File: src/rtl/mc_control_pkg.sv
// Shared types and encodings for the multicycle controller: state enum,
// opcode constants and the datapath mux select encodings.
package mc_control_pkg;

  typedef enum logic [3:0] {
    S_FETCH    = 4'd0,
    S_DECODE   = 4'd1,
    S_MEMADR   = 4'd2,
    S_MEMREAD  = 4'd3,
    S_MEMWB    = 4'd4,
    S_MEMWRITE = 4'd5,
    S_EXECUTER = 4'd6,
    S_EXECUTEI = 4'd7,
    S_ALUWB    = 4'd8,
    S_BRANCH   = 4'd9,
    S_JAL      = 4'd10
  } state_e;

  localparam logic [6:0] OP_LOAD   = 7'b0000011;
  localparam logic [6:0] OP_STORE  = 7'b0100011;
  localparam logic [6:0] OP_RTYPE  = 7'b0110011;
  localparam logic [6:0] OP_ITYPE  = 7'b0010011;
  localparam logic [6:0] OP_BRANCH = 7'b1100011;
  localparam logic [6:0] OP_JAL    = 7'b1101111;

  localparam logic [1:0] RES_ALUREG  = 2'b00;
  localparam logic [1:0] RES_MEMDATA = 2'b01;
  localparam logic [1:0] RES_ALUOUT  = 2'b10;

  localparam logic [1:0] SRCA_PC    = 2'b00;
  localparam logic [1:0] SRCA_OLDPC = 2'b01;
  localparam logic [1:0] SRCA_RS1   = 2'b10;

  localparam logic [1:0] SRCB_RS2  = 2'b00;
  localparam logic [1:0] SRCB_IMM  = 2'b01;
  localparam logic [1:0] SRCB_FOUR = 2'b10;

  localparam logic [1:0] ALUOP_ADD   = 2'b00;
  localparam logic [1:0] ALUOP_CMP   = 2'b01;
  localparam logic [1:0] ALUOP_FUNCT = 2'b10;

  localparam logic [1:0] IMM_I = 2'b00;
  localparam logic [1:0] IMM_S = 2'b01;
  localparam logic [1:0] IMM_B = 2'b10;
  localparam logic [1:0] IMM_J = 2'b11;

  function automatic logic op_supported(input logic [6:0] opc);
    return (opc == OP_LOAD)  || (opc == OP_STORE)  || (opc == OP_RTYPE) ||
           (opc == OP_ITYPE) || (opc == OP_BRANCH) || (opc == OP_JAL);
  endfunction

endpackage

File: src/rtl/mc_control_immdecode.sv
// Immediate format select, decoded purely from the opcode in every state.
module immdecode
  import mc_control_pkg::*;
(
  input  logic [6:0] op,
  output logic [1:0] imm_src
);

  always_comb begin
    imm_src = IMM_I;
    case (op)
      OP_STORE:  imm_src = IMM_S;
      OP_BRANCH: imm_src = IMM_B;
      OP_JAL:    imm_src = IMM_J;
      default:   imm_src = IMM_I;
    endcase
  end

endmodule

File: src/rtl/mc_control.sv
// Multicycle RISC-V style control FSM. Outputs follow the current state;
// write strobes are additionally gated by rst_n so reset kills them at once.
module mc_control
  import mc_control_pkg::*;
(
  input  logic       clk,
  input  logic       rst_n,
  input  logic [6:0] op,
  input  logic       EQ,
  input  logic       mem_ready,
  output logic       PCWrite,
  output logic       AdrSrc,
  output logic       IRWrite,
  output logic       MemWrite,
  output logic       RegWrite,
  output logic [1:0] ResultSrc,
  output logic [1:0] ALUSrcA,
  output logic [1:0] ALUSrcB,
  output logic [1:0] ALUop,
  output logic [1:0] ImmSrc,
  output logic       illegal,
  output logic [3:0] state
);

  state_e state_q, state_d;
  logic   pc_write, ir_write, mem_write, reg_write, illegal_op;

  always_ff @(posedge clk or negedge rst_n) begin
    if (!rst_n) state_q <= S_FETCH;
    else        state_q <= state_d;
  end

  always_comb begin
    state_d = state_q;
    case (state_q)
      S_FETCH:    if (mem_ready) state_d = S_DECODE;
      S_DECODE: begin
        case (op)
          OP_LOAD, OP_STORE: state_d = S_MEMADR;
          OP_RTYPE:          state_d = S_EXECUTER;
          OP_ITYPE:          state_d = S_EXECUTEI;
          OP_BRANCH:         state_d = S_BRANCH;
          OP_JAL:            state_d = S_JAL;
          default:           state_d = S_FETCH;
        endcase
      end
      S_MEMADR:   state_d = (op == OP_LOAD) ? S_MEMREAD : S_MEMWRITE;
      S_MEMREAD:  if (mem_ready) state_d = S_MEMWB;
      S_MEMWRITE: if (mem_ready) state_d = S_FETCH;
      S_EXECUTER, S_EXECUTEI: state_d = S_ALUWB;
      S_JAL:      state_d = S_ALUWB;
      default:    state_d = S_FETCH;
    endcase
  end

  always_comb begin
    pc_write   = 1'b0;
    ir_write   = 1'b0;
    mem_write  = 1'b0;
    reg_write  = 1'b0;
    illegal_op = 1'b0;
    AdrSrc     = 1'b0;
    ResultSrc  = RES_ALUREG;
    ALUSrcA    = SRCA_PC;
    ALUSrcB    = SRCB_RS2;
    ALUop      = ALUOP_ADD;
    case (state_q)
      S_FETCH: begin
        ResultSrc = RES_ALUOUT;
        ALUSrcB   = SRCB_FOUR;
        pc_write  = mem_ready;
        ir_write  = mem_ready;
      end
      S_DECODE: begin
        ALUSrcA    = SRCA_OLDPC;
        ALUSrcB    = SRCB_IMM;
        illegal_op = !op_supported(op);
      end
      S_MEMADR: begin
        ALUSrcA = SRCA_RS1;
        ALUSrcB = SRCB_IMM;
      end
      S_MEMREAD:  AdrSrc = 1'b1;
      S_MEMWB: begin
        ResultSrc = RES_MEMDATA;
        reg_write = 1'b1;
      end
      S_MEMWRITE: begin
        AdrSrc    = 1'b1;
        mem_write = 1'b1;
      end
      S_EXECUTER: begin
        ALUSrcA = SRCA_RS1;
        ALUop   = ALUOP_FUNCT;
      end
      S_EXECUTEI: begin
        ALUSrcA = SRCA_RS1;
        ALUSrcB = SRCB_IMM;
        ALUop   = ALUOP_FUNCT;
      end
      S_ALUWB:    reg_write = 1'b1;
      // This core's only branch opcode is bne: redirect when operands differ.
      S_BRANCH: begin
        ALUSrcA  = SRCA_RS1;
        ALUop    = ALUOP_CMP;
        pc_write = ~EQ;
      end
      S_JAL: begin
        ALUSrcA  = SRCA_OLDPC;
        ALUSrcB  = SRCB_FOUR;
        pc_write = 1'b1;
      end
      default: ;
    endcase
  end

  assign PCWrite  = pc_write   & rst_n;
  assign IRWrite  = ir_write   & rst_n;
  assign MemWrite = mem_write  & rst_n;
  assign RegWrite = reg_write  & rst_n;
  assign illegal  = illegal_op & rst_n;
  assign state    = state_q;

  immdecode u_immdecode (
    .op      (op),
    .imm_src (ImmSrc)
  );

endmodule

File: config.mk
export PLATFORM = sky130hd
export DESIGN_NAME = mc_control
export DESIGN_NICKNAME = d
export VERILOG_FILES = /design/src/rtl/mc_control_pkg.sv /design/src/rtl/mc_control_immdecode.sv /design/src/rtl/mc_control.sv
export SDC_FILE = /design/constraint.sdc
export NUM_CORES = 1
export LEC_CHECK = 0
export CORE_MARGIN = 2
export CORE_UTILIZATION = 39
export CTS_BUF_LIST = sky130_fd_sc_hd__clkbuf_16
export DETAILED_ROUTE_END_ITERATION = 12
export PLACE_DENSITY = 0.83
export SLEW_MARGIN = 25
export SYNTH_ARGS = -nofsm -noshare
export SYNTH_HDL_FRONTEND = slang
export SYNTH_SLANG_ARGS = --single-unit
File: constraint.sdc
create_clock -name clk -period 2.9 [get_ports clk]
set_input_delay 0.58 -clock clk [delete_from_list [all_inputs] [get_ports clk]]
set_output_delay 0.58 -clock clk [all_outputs]
set_load 0.005 [all_outputs]
==> results of run 1 <==
[per-layer routing]
| metal | up-vias | wire length (um) | track usage, % |
|---|---|---|---|
| met1 | 333 | 668 | 27.7 |
| met4 | 0 | 19 | 7.50 |
| li1 | 351 | - | - |
| met3 | 3 | 161 | 5.00 |
| met5 | - | 0 | 0 |
| met2 | 46 | 836 | 41.3 |
[path summary, 6_finish.rpt]
path / startpoint / slack, ns / end / cells after the start
worst max-delay path: state[1]$_DFFE_PN0P_ / 0.13 / PCWrite / 5
worst min-delay path: state[2]$_DFFE_PN0P_ / 0.68 / state[1]$_DFFE_PN0P_ / 2
worst max register to register: state[1]$_DFFE_PN0P_ / 1.58 / state[3]$_DFFE_PN0P_ / 3
worst min register to register: state[2]$_DFFE_PN0P_ / 0.68 / state[1]$_DFFE_PN0P_ / 2
max in group asynchronous: rst_n / 2.04 / state[2]$_DFFE_PN0P_ / 2
min in group asynchronous: rst_n / 0.75 / state[3]$_DFFE_PN0P_ / 2
[cells in the mapped netlist (all sizes together), types with 2 or more instances]
cell type,count
nand3,2
or3,2
nor3b,2
a21oi,3
nand2b,4
nor3,6
dfrtp,4
nor4,3
nor2b,2
a211oi,2
buf,3
nor2,12
a31oi,3
inv,3
o21bai,2
o21ai,4
nand2,6
[cell usage in the layout (no fill, tap or decap), drive strengths merged, types with 2 or more instances in the layout]
cell type       n
a211oi          2
a21oi           3
a31oi           3
buf             8
clkbuf          3
clkdlybuf4s50  27
dfrtp           4
dlygate4sd2     2
inv             3
nand2           6
nand2b          4
nand3           2
nor2           12
nor2b           2
nor3            6
nor3b           2
nor4            3
o21ai           4
o21bai          2
or3             2
[cells by family (layout without fill, tap and decap cells)]
kind of cell	after synthesis	in the layout
and+or+nand+nor	42	42
DFF	4	4
AOI/OAI and AO/OA	19	19
buffers and inverters	7	44
xor gates and xnor gates	2	2
[power groups by stage]
stage | registers [W] | clock network [W] | logic (W)
floorplan | 0.0000610 | 0 | 0.0000452
global placement | 0.0000655 | 0 | 0.0000997
detailed placement | 0.0000658 | 0 | 0.000101
CTS | 0.0000652 | 0.000216 | 0.000101
global route | 0.0000655 | 0.000224 | 0.000112
finish | 0.0000654 | 0.000214 | 0.000101
[layout make-up]
class / count / area share, %
Sequential cell: 4 / 10.5
Inverter: 3 / 1.18
Tap cell: 15 / 1.96
Clock buffer: 3 / 7.84
Multi-Input combinational cell: 63 / 40.9
Timing Repair Buffer: 38 / 37.6
[worst reg2reg max path, stage by stage, from the launching register on]
cell	delay, ns
dfrtp_1	0.60
nor2b_1	0.33
nand2_1	0.13
o211ai_1	0.18
[repair_timing]
item | CTS | global route
setup endpoints to repair | 2 | 1
buffers inserted | 0 | 0
resized for setup | 2 | 2
hold buffers | 0 | 0
[stage by stage]
stage	std cells	hold WS (ns)	power, W	TNS [ns]	area (um2)
final	126	0.682	0.000381	0	957
after detailed placement	123	0.663	0.000167	-0.0361	876
after floorplan	74	0.284	0.000106	0	515
after global placement	123	0.666	0.000165	-0.00717	876
after global routing	126	0.733	0.000401	0	957
after CTS	126	0.665	0.000382	0	948
==> impl_metrics.ini, run 1 <==
[detailed_routing]
first_pass_iters = 4
first_iter_violations = 29
drcViolationCount = 0
ant_nets = 0
routed_wl_um = 1690
wl_per_cell_um = 13.4
viasPerCell = 5.82
route.vias.total = 733

[grt]
grt_pass1_vias = 591
grt_max_degree = 16
antenna_found_initial = 0
track_usage_pct = 23.4
overflow = 0
grt_pass1_wl_um = 2560

[synthesis]
synth-edff-count = 0
syn_area_um2 = 515
synth_cells = 74
synth_nets = 85
synth_xor_area_share_pct = 3.40
synth.mux.area_fraction_pct = 0
synthFlopType = dfrtp_1
synth-simple-area-share_pct = 46.1
yosys_register_bits = 4
synth_top_area_share_pct = 19.4
async_flop_share_pct = 100
synthTopCellsByArea = dfrtp_1 (19%), nor2_1 (8.0%), nand2b_1 (4.9%)
synth_top_area_cell = dfrtp_1
yosys.area_share.adder_pct = 0
yosysWarnings = 0
ys_seq_area_share_pct = 19.4
synth_top_family_by_area = simple AND/OR/NAND/NOR gates
avgSynthCellArea_um2 = 6.97
yosysUniqueCellTypes = 35
synth_compound_area_share_pct = 25.2

[timing]
max-slew-margin-rel_pct = 71.0
finClkSkew_ns = 0.00277
slew_violations = 0
final-setup-viol-count = 0
fmax_ghz = 0.361
rsz0062_at_grt = false
fin_crit_sh_pct = 95.6
hold_violations = 0
period_needed_ns = 2.77
setup_slack_ns = 0.127
worst_slew_pin_slew_ns = 0.435

[worst_setup_path]
path_max_fanout = 12
max_stage_delay_ns = 0.60
worstSetupEndpointType = primary output
critPathKind = register to primary output
crit_required_ns = 2.32
cp_num_buf_inv = 1
critical-path-top-delay-family = flip-flops
cp_cell_sequence = nor2b_1 -> o21bai_1 -> a32oi_1 -> nor3b_1 -> clkdlybuf4s50_1
cp-start-kind = register
crit_slowest_cell = dfrtp_1
worst-endpoint-arrival_ns = 2.19

[clock_network]
clock-root-buffer = clkbuf_16
insertion_delay_ns = 0.23
htree_levels = 1
clk_pin_slew_ns = 0.03
clock_path_buffers = 2
cts_made_buffers = 3
cts_tree = yes
cts.sinks = 4

[cells_and_area]
syn_to_final_growth_pct = 85.7
utilization_pct = 75.4
num-fill-cells = 109
drive_gt1_share_pct = 18.0
diodes = 0
largest_reg_flops = 4
seq_area_um2 = 100
finalNetCount = 124
multi_input_area_um2 = 392

[floorplanning]
core_area_um2 = 1270
ios = 31
die_area_um2 = 1630
rows = 13
initial_core_util_pct = 40.6
die_width_um = 40.4
die_h_um = 40.4

[placement]
dp_hpwl_um = 1220
gp_congestion = 0.910
dp_slack_ns = -0.0361
port_buffers = 30

[pwr]
p_comb_share_pct = 26.6
vdd_drop_max_mv = 0.266
pwr-share-clk_pct = 56.2
p_int_w = 0.000293
power_density_nw_per_um2 = 398
swShare_pct = 23.1
p_seq_share_pct = 17.2
switchingPower_w = 0.0000881
total_leakage_power_nw = 0.387

[outcome]
status = finished, final reports clean

[min_path]
min_path_type = register to register

[run]
maxCapViolCount = 0
(Power assumes the default switching activity.)
==> run 2, diff against run 1 <==
- CELL_PAD_IN_SITES_DETAIL_PLACEMENT: not set -> 1
- CELL_PAD_IN_SITES_GLOBAL_PLACEMENT: not set -> 1
- CORE_MARGIN: 2 -> 3
- CORE_UTILIZATION: 39 -> 25
- PLACE_DENSITY: 0.83 -> not set
- PLACE_DENSITY_LB_ADDON: not set -> 0.1
==> impl_metrics.ini, run 2 (same netlist as run 1, synthesis figures left out) <==
[outcome]
status = finished, final reports clean

[cells_and_area]
syn_to_final_growth_pct = 92.7
final_cell_mix = clkdlybuf4s50_1 (28), nor2_1 (11), buf_4 (11)
drive_gt1_share_pct = 20.2
final_common_cell = clkdlybuf4s50_1
diodes = 0
utilization_pct = 54.0
largest_reg_flops = 4
finalNetCount = 127
stdcell_area_um2 = 993
instances_no_fill = 139

[grt]
overflow = 0
antenna_found_initial = 0
grt_max_degree = 13
grt_pass1_wl_um = 3640
grt_pass1_vias = 761
track_usage_pct = 18.3

[clock_network]
htree_levels = 1
cts_made_buffers = 3
insertion_delay_ns = 0.23
clock-root-buffer = clkbuf_16
cts_tree = yes
cts_setup_buffers = 0
clk_pin_slew_ns = 0.03
clock_path_buffers = 2
cts.sinks = 4

[worst_setup_path]
critical-path-top-delay-family = buffers and inverters
cp_common_cell = clkdlybuf4s50_1
crit_slowest_cell = clkdlybuf4s50_1
cp_num_buf_inv = 3
crit_required_ns = 2.32
r2r_cells = 4
path_max_fanout = 3
worst-endpoint-arrival_ns = 2.21
crit_cells = 6
max_stage_delay_ns = 0.55
critPathKind = primary input to primary output
worstSetupEndpointType = primary output
cp-start-kind = primary input
cp_cell_sequence = clkdlybuf4s50_1 -> or3_4 -> nor2_4 -> buf_4 -> nor4_2 -> clkdlybuf4s50_1

[placement]
dp_hpwl_um = 1760
port_buffers = 30
placed_cell_area_um2 = 911
gp_congestion = 0.797
dp_slack_ns = -0.0388
placed_cells = 136

[detailed_routing]
first_pass_iters = 4
ant_nets = 0
routed_wl_um = 2160
route.vias.total = 731
first_iter_violations = 12
drcViolationCount = 0
wl_per_cell_um = 15.5
viasPerCell = 5.26

[timing]
finClkSkew_ns = 0.00249
fmax_ghz = 0.358
rsz0062_at_grt = false
max-slew-margin-rel_pct = 73.7
final-setup-viol-count = 0
worst_slew_pin_slew_ns = 0.395
hold_violations = 0
period_needed_ns = 2.79
setup_slack_ns = 0.109
slew_violations = 0
fin_crit_sh_pct = 96.2

[floorplanning]
ios = 31
die_h_um = 51.4
initial_core_util_pct = 28.0
core_area_um2 = 1840
rows = 15
die_width_um = 51.4
die_area_um2 = 2640

[pwr]
power_density_nw_per_um2 = 392
vdd_drop_max_mv = 0.281
total_leakage_power_nw = 0.393
power_w = 0.000390

[min_path]
whs_path_depth = 1
min_path_type = register to register

[run]
maxCapViolCount = 0
-- run 2: final timing paths --
check                                startpoint  slack (ns)                   end
max                                       op[3]        0.11               illegal
min                        state[2]$_DFFE_PN0P_        0.64  state[3]$_DFFE_PN0P_
max reg2reg                state[2]$_DFFE_PN0P_        1.48  state[2]$_DFFE_PN0P_
min reg2reg                state[2]$_DFFE_PN0P_        0.64  state[3]$_DFFE_PN0P_
max in group asynchronous                 rst_n        2.04  state[2]$_DFFE_PN0P_
min in group asynchronous                 rst_n        0.75  state[1]$_DFFE_PN0P_
-- run 2: worst register-to-register path: stages (launching register included) --
cell and delay, ns:
dfrtp_1 0.45, buf_4 0.21, nor2_1 0.24, o21ai_0 0.14
o32ai_1 0.27
-- run 2: cell type report --
class | instances | area, um2
clock buffers | 3 | 75.1
fillers | 240 | 846
inverters | 3 | 11.3
multi-input cells | 63 | 392
flip-flops and latches | 4 | 100
well taps | 25 | 31.3
repair buffers | 41 | 384
-- run 2: power by group --
part / internal, W / leakage (nW) / switching, W
registers: 0.0000585 / 0.0542 / 0.00000730
logic: 0.0000600 / 0.302 / 0.0000464
clock network: 0.000176 / 0.0370 / 0.0000409
-- run 2: per-stage QoR --
stage | hold slack (ns) | setup TNS [ns]
final | 0.639 | 0
after global routing | 0.665 | 0
after CTS | 0.626 | 0
after detailed placement | 0.637 | -0.0388
after global placement | 0.621 | 0
after floorplan | 0.284 | 0
-- run 2: layer usage --
| metal | up-vias | GRT usage [%] | share of wire, % |
|---|---|---|---|
| met2 | 29 | 30.7 | 48 |
| met4 | 0 | 7.86 | 1.7 |
| met5 | - | 0 | 0 |
| li1 | 353 | - | - |
| met1 | 344 | 23.4 | 44 |
| met3 | 5 | 2.04 | 6.2 |
-- run 2: repair_timing --
item | 4_1_cts | 5_1_grt
hold buffers | 0 | 0
gates cloned | 0 | 0
gates resized for setup | 1 | 2
pin swaps | 0 | 0
endpoints found under the setup margin | 1 | 1
